### config.mk
export PLATFORM = sky130hd
export DESIGN_NAME = sampled_check_arbiter_flat
export DESIGN_NICKNAME = d
export VERILOG_FILES = /design/src/rtl/sampled_check_arbiter_pkg.sv /design/src/rtl/sampled_check_arbiter_if.sv /design/src/rtl/sampled_check_arbiter_rr_arbiter.sv /design/src/rtl/sampled_check_arbiter.sv /design/src/flat_wrapper.sv
export SDC_FILE = /design/constraint.sdc
export NUM_CORES = 1
export LEC_CHECK = 0
export ABC_AREA = 1
export BUFFER_PORTS_ARGS = -buffer_cell sky130_fd_sc_hd__buf_2
export CAP_MARGIN = 20
export CELL_PAD_IN_SITES_DETAIL_PLACEMENT = 0
export CELL_PAD_IN_SITES_GLOBAL_PLACEMENT = 2
export CORE_ASPECT_RATIO = 0.7
export CORE_MARGIN = 2
export CORE_UTILIZATION = 32
export DETAILED_ROUTE_END_ITERATION = 8
export PLACE_DENSITY = 0.88
export SYNTH_ARGS = -nofsm -noshare
export SYNTH_HDL_FRONTEND = slang
export SYNTH_SLANG_ARGS = --single-unit
### constraint.sdc
create_clock -name clk -period 2.7 [get_ports clk]
set_input_delay 0.135 -clock clk [delete_from_list [all_inputs] [get_ports clk]]
set_output_delay 0.135 -clock clk [all_outputs]
set_load 0.1 [all_outputs]
### src/rtl/sampled_check_arbiter_pkg.sv
// Shared types for the sampled-value check arbiter: FSM states, result record, index width helper.
// Types only, so no latency or backpressure applies here.
package sampled_chk_pkg;

  typedef enum logic [1:0] {
    IDLE = 2'd0,
    RUN  = 2'd1,
    FAIL = 2'd2,
    DONE = 2'd3
  } state_e;

  // Result ids are carried at a fixed width so the record does not depend on N_REQ.
  localparam int MAX_ID_W = 8;

  typedef struct packed {
    logic                valid;
    logic [MAX_ID_W-1:0] id;
    logic                pass;
  } chk_result_t;

  function automatic int id_w(input int n);
    return (n > 1) ? $clog2(n) : 1;
  endfunction

endpackage

### src/rtl/sampled_check_arbiter_if.sv
// Requester-side bundle of the check arbiter: request/data/expectation in, grant and result out.
// No backpressure: a grant is combinational, and its result arrives one cycle later.
interface sampled_check_arbiter_if
  import sampled_chk_pkg::*;
#(
  parameter int N_REQ = 4,
  parameter int W     = 8
);
  localparam int ID_W = id_w(N_REQ);

  logic                 start;
  logic [N_REQ-1:0]     req;
  logic [N_REQ*W-1:0]   req_data;
  logic [N_REQ-1:0]     req_chg;
  logic [N_REQ-1:0]     gnt;
  logic                 chk_valid;
  logic [ID_W-1:0]      chk_id;
  logic                 chk_pass;
  logic                 fail;
  logic                 done;
  logic [31:0]          cyc;

  modport master (
    output start, req, req_data, req_chg,
    input  gnt, chk_valid, chk_id, chk_pass, fail, done, cyc
  );

  modport slave (
    input  start, req, req_data, req_chg,
    output gnt, chk_valid, chk_id, chk_pass, fail, done, cyc
  );

endinterface

### src/rtl/sampled_check_arbiter_rr_arbiter.sv
// Round-robin picker: first eligible index scanning up from ptr, wrapping modulo N.
// Purely combinational; zero latency and no backpressure.
module rr_arbiter #(
  parameter int N  = 4,
  parameter int IW = sampled_chk_pkg::id_w(N)
) (
  input  logic [N-1:0]  elig,
  input  logic [IW-1:0] ptr,
  output logic [N-1:0]  gnt,
  output logic [IW-1:0] gnt_idx
);

  logic          found;
  logic [IW-1:0] idx;

  always_comb begin
    gnt     = '0;
    gnt_idx = '0;
    found   = 1'b0;
    idx     = '0;
    for (int k = 0; k < N; k++) begin
      idx = IW'((int'(ptr) + k) % N);
      if (!found && elig[idx]) begin
        found        = 1'b1;
        gnt[idx]     = 1'b1;
        gnt_idx      = idx;
      end
    end
  end

endmodule

### src/rtl/sampled_check_arbiter.sv
// Shares one sampled-value comparator among N_REQ requesters round-robin and sequences the run.
// Result is registered one cycle after grant; no backpressure, ungranted requesters simply wait.
module sampled_check_arbiter
  import sampled_chk_pkg::*;
#(
  parameter int N_REQ   = 4,
  parameter int W       = 8,
  parameter int MAX_CYC = 11
) (
  input  logic                   clk,
  input  logic                   rst,
  sampled_check_arbiter_if.slave bus
);

  localparam int ID_W = id_w(N_REQ);

  state_e           state;
  logic [W-1:0]     samp     [N_REQ];
  logic [W-1:0]     data_a   [N_REQ];
  logic [N_REQ-1:0] samp_vld;
  logic [ID_W-1:0]  ptr;
  logic [31:0]      cyc_q;
  chk_result_t      res_q;

  logic [N_REQ-1:0] elig;
  logic [N_REQ-1:0] gnt;
  logic [ID_W-1:0]  gnt_idx;
  logic             gnt_any;
  logic             cmp_pass;
  logic             unused_id_hi;

  for (genvar i = 0; i < N_REQ; i++) begin : g_unpack
    assign data_a[i] = bus.req_data[i*W +: W];
  end

  // A requester is only comparable once its previous-edge value has been captured.
  assign elig    = (state == RUN) ? (bus.req & samp_vld) : '0;
  assign gnt_any = |gnt;

  rr_arbiter #(
    .N  (N_REQ),
    .IW (ID_W)
  ) u_rr (
    .elig    (elig),
    .ptr     (ptr),
    .gnt     (gnt),
    .gnt_idx (gnt_idx)
  );

  always_comb begin
    cmp_pass = 1'b0;
    if (bus.req_chg[gnt_idx])
      cmp_pass = (data_a[gnt_idx] != samp[gnt_idx]);
    else
      cmp_pass = (data_a[gnt_idx] == samp[gnt_idx]);
  end

  always_ff @(posedge clk or posedge rst) begin
    if (rst) begin
      state    <= IDLE;
      ptr      <= '0;
      samp_vld <= '0;
      cyc_q    <= '0;
      res_q    <= '0;
      for (int i = 0; i < N_REQ; i++)
        samp[i] <= '0;
    end else begin
      res_q.valid <= 1'b0;
      case (state)
        IDLE: begin
          if (bus.start) begin
            state <= RUN;
            cyc_q <= '0;
          end
        end
        RUN: begin
          cyc_q    <= cyc_q + 32'd1;
          samp_vld <= '1;
          for (int i = 0; i < N_REQ; i++)
            samp[i] <= data_a[i];
          if (gnt_any) begin
            res_q.valid <= 1'b1;
            res_q.id    <= MAX_ID_W'(gnt_idx);
            res_q.pass  <= cmp_pass;
            ptr         <= (gnt_idx == ID_W'(N_REQ - 1)) ? '0 : gnt_idx + 1'b1;
          end
          // A failing check on the final edge still reports FAIL rather than DONE.
          if (gnt_any && !cmp_pass)
            state <= FAIL;
          else if (cyc_q == 32'(MAX_CYC - 1))
            state <= DONE;
        end
        default: begin
        end
      endcase
    end
  end

  assign bus.gnt       = gnt;
  assign bus.chk_valid = res_q.valid;
  assign bus.chk_id    = res_q.id[ID_W-1:0];
  assign bus.chk_pass  = res_q.pass;
  assign bus.fail      = (state == FAIL);
  assign bus.done      = (state == DONE);
  assign bus.cyc       = cyc_q;
  assign unused_id_hi  = ^res_q.id;

  gnt_onehot_a: assert property (@(posedge clk) disable iff (rst) $onehot0(gnt));

endmodule

### src/flat_wrapper.sv
// flat-port wrapper written by rule: the top's interface ports become plain ports
module sampled_check_arbiter_flat import sampled_chk_pkg::*;
#(
  parameter int N_REQ   = 4,
  parameter int W       = 8,
  parameter int MAX_CYC = 11
)
  (clk, rst, bus_start, bus_req, bus_req_data, bus_req_chg, bus_gnt, bus_chk_valid, bus_chk_id, bus_chk_pass, bus_fail, bus_done, bus_cyc);
  sampled_check_arbiter_if #(.N_REQ(N_REQ), .W(W)) bus_i ();
  input  logic clk;
  input  logic rst;
  input wire logic [$bits(bus_i.start)-1:0] bus_start;
  input wire logic [$bits(bus_i.req)-1:0] bus_req;
  input wire logic [$bits(bus_i.req_data)-1:0] bus_req_data;
  input wire logic [$bits(bus_i.req_chg)-1:0] bus_req_chg;
  output wire logic [$bits(bus_i.gnt)-1:0] bus_gnt;
  output wire logic [$bits(bus_i.chk_valid)-1:0] bus_chk_valid;
  output wire logic [$bits(bus_i.chk_id)-1:0] bus_chk_id;
  output wire logic [$bits(bus_i.chk_pass)-1:0] bus_chk_pass;
  output wire logic [$bits(bus_i.fail)-1:0] bus_fail;
  output wire logic [$bits(bus_i.done)-1:0] bus_done;
  output wire logic [$bits(bus_i.cyc)-1:0] bus_cyc;
  assign bus_i.start = bus_start;
  assign bus_i.req = bus_req;
  assign bus_i.req_data = bus_req_data;
  assign bus_i.req_chg = bus_req_chg;
  assign bus_gnt = bus_i.gnt;
  assign bus_chk_valid = bus_i.chk_valid;
  assign bus_chk_id = bus_i.chk_id;
  assign bus_chk_pass = bus_i.chk_pass;
  assign bus_fail = bus_i.fail;
  assign bus_done = bus_i.done;
  assign bus_cyc = bus_i.cyc;
  sampled_check_arbiter #(.N_REQ(N_REQ), .W(W), .MAX_CYC(MAX_CYC)) u_core (.clk(clk), .rst(rst), .bus(bus_i));
endmodule
==> run_results.csv <==
group,metric,value,unit
clock_network,cts_tree,"built",
setup_path,worstPathRequired,2.57,ns
die,num_io_pins,85,
route,viasPerCell,4.59,
timing,rsz0062_at_grt,"false",
setup_path,arrival,2.29,ns
timing,worstMarginPinSlew,0.487,ns
global_route,gr-usage-all-layers,16.0,%
timing,setup_violations,0,
synth,synth_most_common_cell,"nand2_1",
synth,netlist.area_leader.share,42.6,%
synth,synth_xor_xnor_area_share,7.96,%
synth,synth-compound-area-share,5.65,%
layout,drive_gt1_share,22.6,%
synth,syn_nets,611,
setup_path,worst_path_max_delay_cell,"dfrtp_1",
synth,yosys.area_share.simple,35.0,%
timing,fin_crit_sh,89.9,%
global_route,antenna_found_initial,2,
synth,synthFlopType,"dfrtp_1",
timing,tns,0,ns
timing,hold_viol_final,0,
setup_path,endpoint_kind,"primary output",
power_and_ir_drop,switching_share,21.2,%
power_and_ir_drop,worst_ir_drop_vdd,0.283,mV
place,dp_hpwl,8280,um
layout,register_area,1830,sq um
die,dieWidth,142,um
synth,syn_area_per_cell,7.64,sq um
clock_network,root_buffer,"clkbuf_16",
route,num_vias,3787,
setup_path,cp_num_buf_inv,4,
synth,yosys_warnings,0,
global_route,first_global_vias,3750,
route,drc,0,
timing,min_period,2.43,ns
die,dieArea,14400,sq um
synth,synthAdderAreaFrac,1.75,%
clock_network,cts_sinks,73,
setup_path,cp.depth,10,
power_and_ir_drop,cellPowerDensity,454,nW/um^2
global_route,grt_max_degree,36,
layout,final_util,40.4,%
die,row_count,35,
synth,synth_area_leaders,"dfrtp_1 43%, nand2_1 17%, xnor2_1 6.3%",
layout,area_growth,23.7,%
clock_network,clk_pin_slew_worst_paths,0.06,ns
setup_path,cp_max_fo,8,
job,max_cap_viol_count,0,
layout,multiInputGateArea,2230,sq um
clock_network,ctsHtreeMaxLevel,3,
clock_network,clock_tree.buffer_depth,2,
power_and_ir_drop,power.share.combinational,4.1,%
outcome,outcome,"finished clean",
timing,max_freq,412,MHz
place,place_congestion,0.797,
hold_path,worstHoldPathCells,3,
route,wl,11000,um
synth,synthTopCellsByCount,"193 x nand2_1, 73 x dfrtp_1, 45 x inv_1",
die,core_area,13100,sq um
route,wl_per_cell,13.3,um
synth,syn_inst,562,
synth,seq_area_frac_synth,42.6,%
synth,syn_area,4290,sq um
setup_path,cp-start-kind,"flip-flop",
setup_path,cp_top_family,"simple AND/OR/NAND/NOR gates",
timing,setup_ws,0.273,ns
synth,synth-edff-count,0,
timing,slew_headroom,67.3,%
setup_path,criticalPathCategory,"reg -> out",
synth,async_flop_share,100,%
route,drtIter0Drc,229,
timing,drv_slew,0,
clock_network,clock_latency,0.33,ns
die,start_util,32.7,%
synth,synth_top_family_by_area,"simple AND/OR/NAND/NOR gates",
power_and_ir_drop,p_sw,0.000512,W
global_route,grt-ovfl-total,0,
synth,ys_ff_latch,73,
layout,finalNetCount,703,
place,dp_slack,0.353,ns
setup_path,crit_path_cell_trace,"inv_2, ha_1, inv_1, nand3_1, nand2_2, nand4_2, inv_2, nand2_1, nand2_2, buf_12",
timing,fin_worst_skew,0.0103,ns
hold_path,hold_class,"in -> reg",
power_and_ir_drop,cellInternalPower,0.00190,W
synth,yosys.area.top_type,"dfrtp_1",
die,die_y,101,um
route,first_pass_iters,6,
setup_path,slowest_delay,0.47,ns
setup_path,reg2reg_depth,15,
route,antenna_left,0,
clock_network,numCtsBuffers,9,
power_and_ir_drop,p_leak,2.59,nW
power_and_ir_drop,power_frac_seq,45.4,%
power_and_ir_drop,clockPowerShare,50.5,%
place,portBuffers,84,
layout,fillers,1358,
synth,synthMuxAreaShare,1.63,%
synth,ys_types,37,
global_route,grt_pass1_wl,18200,um
## final cells by class
class / count / share of cell area (%)
Tap cell: 166 / 3.91
Multi-Input combinational cell: 427 / 42.0
Clock inverter: 4 / 0.989
Antenna cell: 1 / 0.0471
Clock buffer: 11 / 4.76
Inverter: 51 / 3.60
Sequential cell: 73 / 34.5
Timing Repair Buffer: 92 / 10.2
## power groups by stage
| stage | combinational, W | sequential [W] | clock [W] |
|---|---|---|---|
| final | 0.0000986 | 0.00109 | 0.00122 |
| after global routing | 0.000112 | 0.00109 | 0.00130 |
| after CTS | 0.000102 | 0.00109 | 0.00126 |
| after detailed placement | 0.000101 | 0.00111 | 0 |
| after global placement | 0.0000987 | 0.00111 | 0 |
| after floorplan | 0.0000446 | 0.00111 | 0 |
## cell families after synthesis
family / count (synthesis)
AO/OA/AOI/OAI: 44
XOR/XNOR: 39
adder cells (fa/ha/maj): 6
buffers and inverters: 62
flip-flops: 73
multiplexers: 7
AND/OR/NAND/NOR: 331
## cell usage in the layout, fill, tap and decap left out, types with 12 or more instances in the layout
cell type,netlist,final
nand2_1,193,193
buf_2,2,80
dfrtp_1,73,70
inv_1,45,43
nor2_1,43,43
nand3_1,38,38
xnor2_1,31,31
o21ai_0,16,16
nand2_2,12,12
a21oi_1,12,12
## stage by stage
stage	total power (W)	std cells	hold slack [ns]	instance area [sq um]
floorplan	0.00116	562	0.252	4300
global placement	0.00121	808	0.152	4990
detailed placement	0.00121	808	0.167	4990
CTS	0.00245	824	0.0199	5310
global route	0.00250	824	0.0275	5310
finish	0.00241	825	0.0353	5310
## path summary, 6_finish.rpt
check	to	from	slack, ns
max	bus_gnt[0]	u_core.ptr[1]	0.27
min in group asynchronous	u_core.bus.cyc[15]	rst	0.35
min reg2reg	u_core.samp[16]	u_core.samp[16]	0.49
min	u_core.samp[16]	bus_req_data[8]	0.04
max reg2reg	u_core.state[1]	u_core.ptr[1]	0.44
max in group asynchronous	u_core.ptr[0]	rst	1.49
## registers in the layout (all words and copies together), names as in the netlist
| register | cells |
|---|---|
| u_core.bus.chk_pass | 1 |
| u_core.state | 2 |
| u_core.bus.chk_valid | 1 |
| u_core.bus.cyc | 32 |
| u_core.bus.chk_id | 2 |
| u_core.samp | 32 |
| u_core.samp_vld | 1 |
| u_core.ptr | 2 |
## worst min-delay path, stage by stage
cell and delay (ns):
buf_2 0.09, nand2_1 0.05, nand2_1 0.05
## per-layer routing
metal	part of all wire, %	routed length (um)	global-route usage [%]	vias up
met5	0.12	13	0	-
met4	0.77	85	3.66	2
met3	5.5	611	4.70	12
met2	42	4660	24.3	74
met1	51	5640	22.5	1718
li1	-	-	-	1981
## what timing repair did
action / CTS / global route
hold buffers: 1 / 0
hold endpoints to repair: 18 / 0
setup buffers: 0 / 0
setup endpoints to repair: 0 / 1
gates resized for setup: 0 / 2
(Power assumes the default switching activity.)
